## config.mk

```make
export PLATFORM = sky130hd
export DESIGN_NAME = sram_arb2
export DESIGN_NICKNAME = d
export VERILOG_FILES = /design/src/rtl/sram_arb2.sv
export SDC_FILE = /design/constraint.sdc
export NUM_CORES = 1
export LEC_CHECK = 0
export ABC_AREA = 1
export CAP_MARGIN = 30
export CORE_AREA = 2 2 95 97
export DETAILED_ROUTE_END_ITERATION = 10
export DIE_AREA = 0 0 97 99
export PLACE_DENSITY_LB_ADDON = 0.05
export SLEW_MARGIN = 5
export SYNTH_ARGS = -nofsm -noshare
export SYNTH_HDL_FRONTEND = slang
export SYNTH_SLANG_ARGS = --single-unit
```

## constraint.sdc

```tcl
create_clock -name clk_i -period 4.4 [get_ports clk_i]
set_input_delay 0.88 -clock clk_i [delete_from_list [all_inputs] [get_ports clk_i]]
set_output_delay 0.88 -clock clk_i [all_outputs]
set_load 0.01 [all_outputs]
```

## src/rtl/sram_arb2.sv

```systemverilog
// ---------------------------------------------------------------------------
// sram_arb2 -- two-master arbiter in front of a single-port SRAM.
//
// Shares one SRAM port with byte write enables between master 0 (APB side)
// and master 1 (DMA/init side). Arbitration is round-robin. A master keeps
// the port for consecutive beats, but after MAX_BURST beats it must yield
// if the other master is waiting. Grants are combinational, so the port
// never idles while a request is pending.
//
// Ports
//   clk_i, rst_i                 clock; synchronous active-high reset
//   mN_valid_i / mN_ready_o      request handshake (beat = valid & ready)
//   mN_we_i, mN_wbe_i            1=write; byte enable k covers bits [8k+7:8k]
//   mN_addr_i, mN_wdata_i        word address, write data
//   mN_rvalid_o, mN_rdata_o      read response, one cycle after an accepted read
//   sram_en_o .. sram_wdata_o    SRAM request (all zero when nothing is granted)
//   sram_rdata_i                 SRAM registered read data
// ---------------------------------------------------------------------------
module sram_arb2 #(
  parameter int ADDR_WIDTH = 10,
  parameter int DATA_WIDTH = 32,
  parameter int MAX_BURST  = 4
) (
  input  logic                  clk_i,
  input  logic                  rst_i,
  input  logic                  m0_valid_i,
  output logic                  m0_ready_o,
  input  logic                  m0_we_i,
  input  logic [3:0]            m0_wbe_i,
  input  logic [ADDR_WIDTH-1:0] m0_addr_i,
  input  logic [DATA_WIDTH-1:0] m0_wdata_i,
  output logic                  m0_rvalid_o,
  output logic [DATA_WIDTH-1:0] m0_rdata_o,
  input  logic                  m1_valid_i,
  output logic                  m1_ready_o,
  input  logic                  m1_we_i,
  input  logic [3:0]            m1_wbe_i,
  input  logic [ADDR_WIDTH-1:0] m1_addr_i,
  input  logic [DATA_WIDTH-1:0] m1_wdata_i,
  output logic                  m1_rvalid_o,
  output logic [DATA_WIDTH-1:0] m1_rdata_o,
  output logic                  sram_en_o,
  output logic                  sram_we_o,
  output logic [3:0]            sram_wbe_o,
  output logic [ADDR_WIDTH-1:0] sram_addr_o,
  output logic [DATA_WIDTH-1:0] sram_wdata_o,
  input  logic [DATA_WIDTH-1:0] sram_rdata_i
);

  localparam int CW = $clog2(MAX_BURST + 1);

  typedef enum logic [1:0] {IDLE, OWN0, OWN1} own_t;

  own_t          r_own;
  own_t          w_own_next;
  logic [CW-1:0] r_beat_cnt;
  logic [CW-1:0] w_beat_next;
  logic [CW-1:0] w_beat_inc;
  logic          r_rr_last;
  logic          w_rr_next;
  logic [1:0]    r_rvalid;
  logic [1:0]    w_gnt;
  logic          w_sat;

  assign w_sat      = (r_beat_cnt == CW'(MAX_BURST));
  // Saturating increment: an unopposed owner may run forever.
  assign w_beat_inc = w_sat ? r_beat_cnt : r_beat_cnt + CW'(1);

  // Grant selection. Reset blocks every grant so the SRAM sees no access.
  always_comb begin
    w_gnt = 2'b00;
    if (!rst_i) begin
      case (r_own)
        IDLE: begin
          if (m0_valid_i && m1_valid_i)
            w_gnt = r_rr_last ? 2'b01 : 2'b10;
          else
            w_gnt = {m1_valid_i, m0_valid_i};
        end
        OWN0: begin
          if (m0_valid_i && !(w_sat && m1_valid_i)) w_gnt = 2'b01;
          else if (m1_valid_i)                      w_gnt = 2'b10;
        end
        OWN1: begin
          if (m1_valid_i && !(w_sat && m0_valid_i)) w_gnt = 2'b10;
          else if (m0_valid_i)                      w_gnt = 2'b01;
        end
        default: w_gnt = 2'b00;
      endcase
    end
  end

  // Next-state: a grant to the current owner extends its burst, a grant to
  // the other port starts a fresh burst at one beat.
  always_comb begin
    w_own_next  = IDLE;
    w_beat_next = '0;
    w_rr_next   = r_rr_last;
    if (w_gnt[0]) begin
      w_own_next  = OWN0;
      w_rr_next   = 1'b0;
      w_beat_next = (r_own == OWN0) ? w_beat_inc : CW'(1);
    end else if (w_gnt[1]) begin
      w_own_next  = OWN1;
      w_rr_next   = 1'b1;
      w_beat_next = (r_own == OWN1) ? w_beat_inc : CW'(1);
    end
  end

  always_ff @(posedge clk_i) begin
    if (rst_i) begin
      r_own      <= IDLE;
      r_beat_cnt <= '0;
      r_rr_last  <= 1'b1;   // port 0 wins the first tie
      r_rvalid   <= 2'b00;
    end else begin
      r_own      <= w_own_next;
      r_beat_cnt <= w_beat_next;
      r_rr_last  <= w_rr_next;
      r_rvalid   <= {w_gnt[1] & ~m1_we_i, w_gnt[0] & ~m0_we_i};
    end
  end

  assign m0_ready_o = w_gnt[0];
  assign m1_ready_o = w_gnt[1];

  // A response whose cycle coincides with reset is dropped.
  assign m0_rvalid_o = r_rvalid[0] & ~rst_i;
  assign m1_rvalid_o = r_rvalid[1] & ~rst_i;
  assign m0_rdata_o  = sram_rdata_i;
  assign m1_rdata_o  = sram_rdata_i;

  always_comb begin
    sram_en_o    = 1'b0;
    sram_we_o    = 1'b0;
    sram_wbe_o   = 4'b0000;
    sram_addr_o  = '0;
    sram_wdata_o = '0;
    if (w_gnt[0]) begin
      sram_en_o    = 1'b1;
      sram_we_o    = m0_we_i;
      sram_wbe_o   = m0_wbe_i;
      sram_addr_o  = m0_addr_i;
      sram_wdata_o = m0_wdata_i;
    end else if (w_gnt[1]) begin
      sram_en_o    = 1'b1;
      sram_we_o    = m1_we_i;
      sram_wbe_o   = m1_wbe_i;
      sram_addr_o  = m1_addr_i;
      sram_wdata_o = m1_wdata_i;
    end
  end

endmodule

```

* Word level (Yosys, flattened, before mapping)
Cells that the tools add are included.
** Storage, ports and cells
- Register bits after elaboration :: 8
- Latch bits :: 0
- Bits in writable memories :: 0
- ROM bits :: 0
- Input bits :: 130
- Output and inout port bits :: 116
- Logic and storage cells :: 53
- Memories :: 0
** Cells by class
- Add/subtract/negate cells :: 1
- Multiply operators :: 0
- Divide/modulo/power cells :: 0
- Order comparisons :: 0
- Eq/ne operators :: 3
- Shift operators :: 0
- Multiplexer cells :: 27
- Bitwise gates (word level) :: 7
- Reductions and logical operators :: 10
** Operators by type and width (number)
- 32-bit two-way mux :: 2
- 10-bit two-way mux :: 2
- 3-bit two-way mux :: 5
- 2-bit two-way mux :: 7
- 1-bit two-way mux :: 8
- 4-bit two-way mux :: 2
- 2-bit case mux with 3 select lines :: 1
- 1-bit logical AND :: 5
- 1-bit AND :: 4
- 3-bit by 1-bit adder with 3-bit output, second input constant :: 1
- 3-bit equality test, second input constant :: 1
- 1-bit inverter :: 3
- 2-bit by 1-bit equality test with 1-bit output, second input constant :: 1
- 2-bit equality test, second input constant :: 1
- 1-bit logical NOT :: 2
- 2-bit logical NOT :: 1
- 2-bit nonzero test :: 1
- 2-bit OR reduction :: 1

* Logic depth before layout (Yosys ltp)
- Depth after elaboration :: 9
- Mapped depth :: 9
- Gate-level depth less buffers :: 9

* Worst setup path after synthesis
OpenSTA, ideal clock, no wires.
- Kind :: input port to output port
- From :: in rst_i
- To :: out sram_addr_o[0]
- Arrival time :: 1.571 ns
- Path slack :: 1.949 ns
- Stages :: 5
- Path buffers :: 2
- Cells stage by stage :: inv_1 > clkbuf_1 > buf_2 > nand3_1 > nand2_1
** Between the ends
- Longest elaborated chain between the ends :: 3
** Ends and longest elaborated chain
- start, declared :: RTL line 25 : input logic rst_i,
- 2-bit two-way mux (*) :: RTL line 72 : if (!rst_i) begin
- 10-bit two-way mux :: RTL line 145 : end else if (w_gnt[1]) begin
- 10-bit two-way mux (*) :: RTL line 139 : if (w_gnt[0]) begin
- end, declared :: RTL line 45 : output logic [ADDR_WIDTH-1:0] sram_addr_o,
Every way passes the cells marked *; elsewhere a longest branch is shown, timed or not.

* Worst setup path in the final report
- From :: in m0_valid_i
- To :: out sram_en_o
** Between the ends
- Longest elaborated chain between the ends :: 8
- Elaborated cells between the ends (all ways) :: 13
** Ends and longest elaborated chain
- start, declared :: RTL line 26 : input logic m0_valid_i,
- 1-bit logical AND :: RTL line 85 : if (m1_valid_i && !(w_sat && m0_valid_i)) w_gnt = 2'b10;
- 1-bit logical NOT :: RTL line 85
- 1-bit logical AND :: RTL line 85
- 2-bit two-way mux :: RTL line 85
- 2-bit case mux with 3 select lines (*) :: RTL line 73 : case (r_own)
- 2-bit two-way mux (*) :: RTL line 72
- 1-bit two-way mux :: RTL line 145
- 1-bit two-way mux (*) :: RTL line 139
- end, declared :: RTL line 42 : output logic sram_en_o,
Marked as above.

==> reports/metrics.csv <==
stage;metric;value;unit
status;outcome;complete, no violations;
critical_path;startpoint types;primary input;
clock_network;CTS buffer count;3;
clock_network;postcts setup bufs;0;
min_path;Hold Path Class;flop to flop;
die;initial core utilization;20.1;%
critical_path;critical path class;primary input to primary output;
pwr;Leak;1.26;nW
route;Starting DRT DRC Count;87;
yosys;Post-synth top cells;nand3_1 (107), buf_4 (69), nand2_1 (63);
cells_and_area;Diodes inserted;0;
critical_path;reg2reg end;r_rr_last;
critical_path;reg2reg path depth;10;
route;Final ANT Viol Nets;0;
yosys;Synth Net Count;433;
yosys;Post-Syn Instances;301;
yosys;Synth Area per Inst;5.70;sq um
global_route;GRT Total Usage;12.2;%
cells_and_area;# nets final;506;
job;Max-Cap Viols;0;
critical_path;Data arrival, critical path;2.92;ns
critical_path;reg-to-reg startpoint;r_beat_cnt[0];
placed_design;gpl congestion;0.750;
clock_network;# resized after CTS;0;
yosys;top cells by area, synth;nand3_1 (31%), buf_4 (30%), nand2_1 (14%), dfxtp_1 (9.3%), buf_2 (3.8%);
clock_network;CTS root buffer;clkbuf_8;
placed_design;port bufs;149;
clock_network;CTS tree;yes;
cells_and_area;fraction of layout cells with a size suffix above 1;4.03;%
yosys;Yosys cell types;18;
timing;RSZ-0062 raised after global routing;no;
pwr;PD cells;204;mW/mm^2
route;via count;2089;
timing;period utilization;86.4;%
clock_network;clk_lat worst skew;0.22;ns
timing;Final Setup Violations;0;
die;die area;0.00960;sq mm
pwr;worst IR drop on VDD;0.0000709;V
yosys;Mapped Area;0.00172;sq mm
timing;fmax;0.263;GHz
placed_design;Final HPWL DP;4790;microns
global_route;first-pass GRT wire length;9740;microns
clock_network;maximum clock insertion buffer count;2;
clock_network;cts hold-fix bufs;0;
route;Post-Route WL;6390;microns
critical_path;critical path required time;3.52;ns
die;num rows;34;
critical_path;CP cell instances;clkdlybuf4s50_1, nand3_1, nand2_1, nand2_1, nand3_2, buf_12, nand2_1, nand2_1, clkdlybuf4s50_1;
min_path;Hold EP;r_rr_last;
die;I/O Pins;246;
timing;worst-margin pin slew;0.528;ns
global_route;Congestion Overflow GR;0;
yosys;area share of the largest cell type after synthesis;31.2;%
die;Die W;97;microns
yosys;Post-synth EDFFs;0;
timing;crit path time final;3.80;ns
placed_design;placed cell count;477;
cells_and_area;Syn-to-layout area delta;65.7;%
clock_network;clock-pin slew on the worst setup and hold paths;0.04;ns
timing;final max-slew violation count;0;
cells_and_area;final core occ;33.3;%
timing;slew margin rel.;64.8;%
critical_path;CP peak stage delay;0.57;ns
yosys;Synth Flop Type;dfxtp_1;
yosys;number of synthesized register bits;8;
yosys;Ys Warns;0;
route;WL per Instance;13.3;microns
critical_path;R2R Setup Slk;2.67;ns
die;Core ar.;0.00855;sq mm
global_route;largest net degree at the start of global routing;54;
global_route;initial antenna violation count;0;
timing;Clock Skews;0.000767;ns
critical_path;crit path max-delay cell type;clkdlybuf4s50_1;
yosys;Post-synth ARST share;0;%
critical_path;crit end category;primary output;
timing;Final Hold Vio Count;0;
yosys;most frequent cell after synthesis;nand3_1;
clock_network;H-tree depth;1;
timing;Final Hold Slack;0.575;ns
yosys;register area share after synthesis;9.33;%
global_route;vias in the first global route;1945;
route;TritonRoute pass-1 iters;4;
route;number of remaining DRC errors;0;
min_path;Worst Hold Launch;r_rr_last;
yosys;cell taking the most area after synthesis;nand3_1;
min_path;hold depth;4;
route;via/cell ratio;4.35;
critical_path;crit path max fanout;51;
critical_path;CP dominant cell by count;nand2_1;
cells_and_area;non-filler cells, final;480;
timing;setup TNS;0;ns
clock_network;# clock sinks;8;
die;Die Span Y;99;microns
[cells by family (layout without fill, tap and decap cells)]
| family | count (synthesis) | count (layout) | synth area share [%] |
|---|---|---|---|
| adder cells (fa/ha/maj) | 2 | 2 | 1.46 |
| AND/OR/NAND/NOR | 186 | 186 | 49.8 |
| flip-flops | 8 | 8 | 9.33 |
| AO/OA/AOI/OAI | 2 | 2 | 0.583 |
| XOR/XNOR | 1 | 1 | 0.510 |
| buffers and inverters | 102 | 173 | 38.3 |
[worst max path at each step]
stage | startpoint | slack (ns) | depth (start not counted) | to
3_5_place_dp | m1_valid_i | 0.59 | 9 | sram_en_o
3_3_place_gp | m0_valid_i | 0.61 | 9 | sram_en_o
6_report | m0_valid_i | 0.60 | 9 | sram_en_o
4_1_cts | m0_valid_i | 0.57 | 9 | sram_en_o
2_1_floorplan | rst_i | 1.95 | 5 | sram_addr_o[0]
5_1_grt | m0_valid_i | 0.42 | 9 | sram_en_o
[sequential cells by signal (all words and copies together), names as in the netlist]
register and flops:
r_own 2, r_rr_last 1, r_rvalid 2, r_beat_cnt 3
[power by group]
part / switching (mW) / internal (mW) / total (mW)
Combinational: 0.187 / 0.222 / 0.409
Sequential: 0.00530 / 0.0803 / 0.0856
Clock: 0.0278 / 0.0592 / 0.0870
Total: 0.220 / 0.362 / 0.582
[cells in the final DEF (no fill, tap or decap)]
cell,Yosys,layout
nor2_1,10,10
ha_1,2,2
nand3_1,107,107
nand2_1,63,63
a21oi_1,1,1
inv_1,15,14
inv_2,2,3
clkdlybuf4s50_1,0,149
or2_2,1,1
dfxtp_1,8,8
nand3_2,2,2
nor2_2,2,2
buf_4,69,2
nand4_1,1,1
buf_12,0,2
clkbuf_8,0,3
xor2_1,1,1
o21ai_0,1,1
[worst max-delay path: cells and delay by family]
family | cells | cell delay [ns]
simple gates | 6 | 0.67
buf+inv | 3 | 1.35
[routing by layer]
metal,up-vias,routed length (microns),GRT usage [%],part of all wire (%)
met5,-,0,0,0
met2,107,3260,22.0,51
met4,0,129,4.01,2.0
li1,1058,-,-,-
met1,897,2410,13.4,38
met3,27,584,4.26,9.1
[per-stage QoR]
| step | worst slack (ns) | power [mW] | instance area [sq um] |
|---|---|---|---|
| after global placement | 0.608 | 0.506 | 2800 |
| after global routing | 0.424 | 0.630 | 2850 |
| after detailed placement | 0.589 | 0.503 | 2800 |
| after floorplan | 1.95 | 0.323 | 1720 |
| final | 0.597 | 0.582 | 2850 |
| after CTS | 0.568 | 0.595 | 2850 |
[layout make-up]
type | instances | area (sq um)
fillers | 948 | 5710
well taps | 108 | 135
inverters | 17 | 63.8
flip-flops and latches | 8 | 160
repair buffers | 153 | 1550
multi-input cells | 191 | 898
clock buffers | 3 | 41.3
Power figures use the tool's default switching activity.
==> RTL change: new RTL, config.mk and constraints unchanged <==
`ADDR_WIDTH`: 10 -> 11.
--- a/src/rtl/sram_arb2.sv
+++ b/src/rtl/sram_arb2.sv
@@ -18,5 +18,5 @@
 // ---------------------------------------------------------------------------
 module sram_arb2 #(
-  parameter int ADDR_WIDTH = 10,
+  parameter int ADDR_WIDTH = 11,
   parameter int DATA_WIDTH = 32,
   parameter int MAX_BURST  = 4
Ports: changed (resized m0_addr_i, m1_addr_i and sram_addr_o); port bits go from 246 to 249. The function was not compared with the original's and may differ.
==> RTL change against the unedited design <==
- wire length rose by 6.4%
- worst hold slack improved by 0.039 ns
- register-to-register slack got worse by 0.04 ns
- sequential cell count did not move
- final area rose by 3.5%
- die area did not move
- total power rose by 2.4%
- global-route usage rose by 0.89 points
- via count rose by 4.2%
- worst setup slack got worse by 0.074 ns
- largest cell class unchanged
- first-iteration DRC count fell by 46%
- synthesized area rose by 0.66%
- utilization rose by 1.2 points
==> RTL change: results (changes against the unedited design) <==
NetSw: 226.2 uW (+3.0%)
HP Class: reg2reg
worst reg-to-reg path cell count: 10 (unchanged)
CP startpoint: m1_valid_i
CP peak stage delay: 0.54 ns (-0.03 ns)
post-synthesis sequential area ratio: 9.269% (-0.061 points)
Final Skew: 0.004927 ns (+0.004160 ns)
syn nets: 439 (+1.4%)
postcts setup bufs: 0 (unchanged)
R2R Setup Slk: 2.63 ns (-0.04 ns)
Tot GR Track Use: 13.08% (+0.89 points)
via count: 2,177 (+4.2%)
fillers: 952 (+0.42%)
share of post-route cells with drive strength above 1: 4.712% (+0.68 points)
Setup crit end: sram_wdata_o[10]
Post-synth ARST share: 0% (unchanged)
library cells used by synthesis: 19 (+1)
global-route wire length before repair: 10,420 microns (+7.0%)
Worst VDD drop: 0.09471 mV (+34%)
fin nets: 518 (+2.4%)
1st-iter DRT viols: 47 (-46%)
Tightest Pin Transition: 0.3750 ns (-0.1528 ns)
run status: complete, no violations
GPL Wtd Cong: 0.8439 (+13%)
DP Area: 0.002904 sq mm (+3.6%)
top cells by area, synth: nand3_1, buf_4, nand2_1, dfxtp_1, inv_1
Arr. time, crit path: 3.00 ns (+0.08 ns)
multi-input logic area: 924.6 sq um (+2.9%)
DP HPWL: 5172 microns (+7.9%)
initial antenna violation count: 0 (unchanged)
Setup CP Type: in2out
Buffers on Ports: 152 (+2.0%)
vias in the first global route: 2,073 (+6.6%)
synth cell count leaders: nand3_1, buf_4, nand2_1
Crit Path Max Fanout: 16 (-69%)
Pleak: 0.001319 uW (+4.4%)
WL final: 6798 microns (+6.4%)
Max Buffers Root-to-Sink: 2 (unchanged)
largest net degree at the start of global routing: 43 (-20%)
FF-to-FF End: r_beat_cnt[2]
-- RTL change: worst min path at each step --
stage                            to  slack [ns]  cells after the start
final                     r_rr_last        0.61                      4
after global routing      r_rr_last        0.66                      4
after CTS                 r_rr_last        0.61                      4
after detailed placement  r_rr_last        0.60                      4
after global placement    r_rr_last        0.63                      4
after floorplan           r_rr_last        0.52                      4
-- RTL change: area by class of cell --
| type | instances | share of cell area [%] |
|---|---|---|
| timing repair buffer | 158 | 54.89 |
| multi-input combinational | 195 | 31.39 |
| sequential | 8 | 5.438 |
| tap | 108 | 4.588 |
| inverter | 18 | 2.294 |
| clock buffer | 3 | 1.402 |
-- RTL change: kinds of logic (layout without fill, tap and decap cells) --
kind of cell    Yosys count  count (layout)  share of synthesized area [%]
simple gates            190             190                          50.33
buf+inv                 102             179                          37.87
flops                     8               8                          9.268
fa+ha+maj                 2               2                          1.448
compound gates            2               2                         0.5787
xor+xnor                  1               1                         0.5070
-- RTL change: worst max-delay path: cells and delay by family --
kind,cells,cell delay [ns]
buffers and inverters,3,1.36
and+or+nand+nor,6,0.76
-- RTL change: layer usage --
layer	track usage, %	vias to the layer above	share of wire (%)
met5	0	-	0
met4	3.684	0	2.4
met3	4.539	26	9.7
met2	23.08	120	47
met1	15.01	946	41
li1	-	1085	-
-- RTL change: power groups by stage --
stage               logic [uW]  registers, uW  clock network (uW)
floorplan                  237           85.9                   0
global placement           432           88.2                   0
detailed placement         429           88.1                   0
CTS                        431           86.9                90.0
global route               460           88.0                95.8
finish                     422           87.0                86.6
-- RTL change: metrics by stage --
| stage | total power [uW] | setup WS, ns | instances |
|---|---|---|---|
| 3_5_place_dp | 516.8 | 0.5042 | 487 |
| 2_1_floorplan | 322.8 | 1.950 | 305 |
| 4_1_cts | 608.1 | 0.5035 | 490 |
| 6_report | 595.7 | 0.5237 | 490 |
| 5_1_grt | 643.3 | 0.3563 | 490 |
| 3_3_place_gp | 520.2 | 0.5244 | 487 |
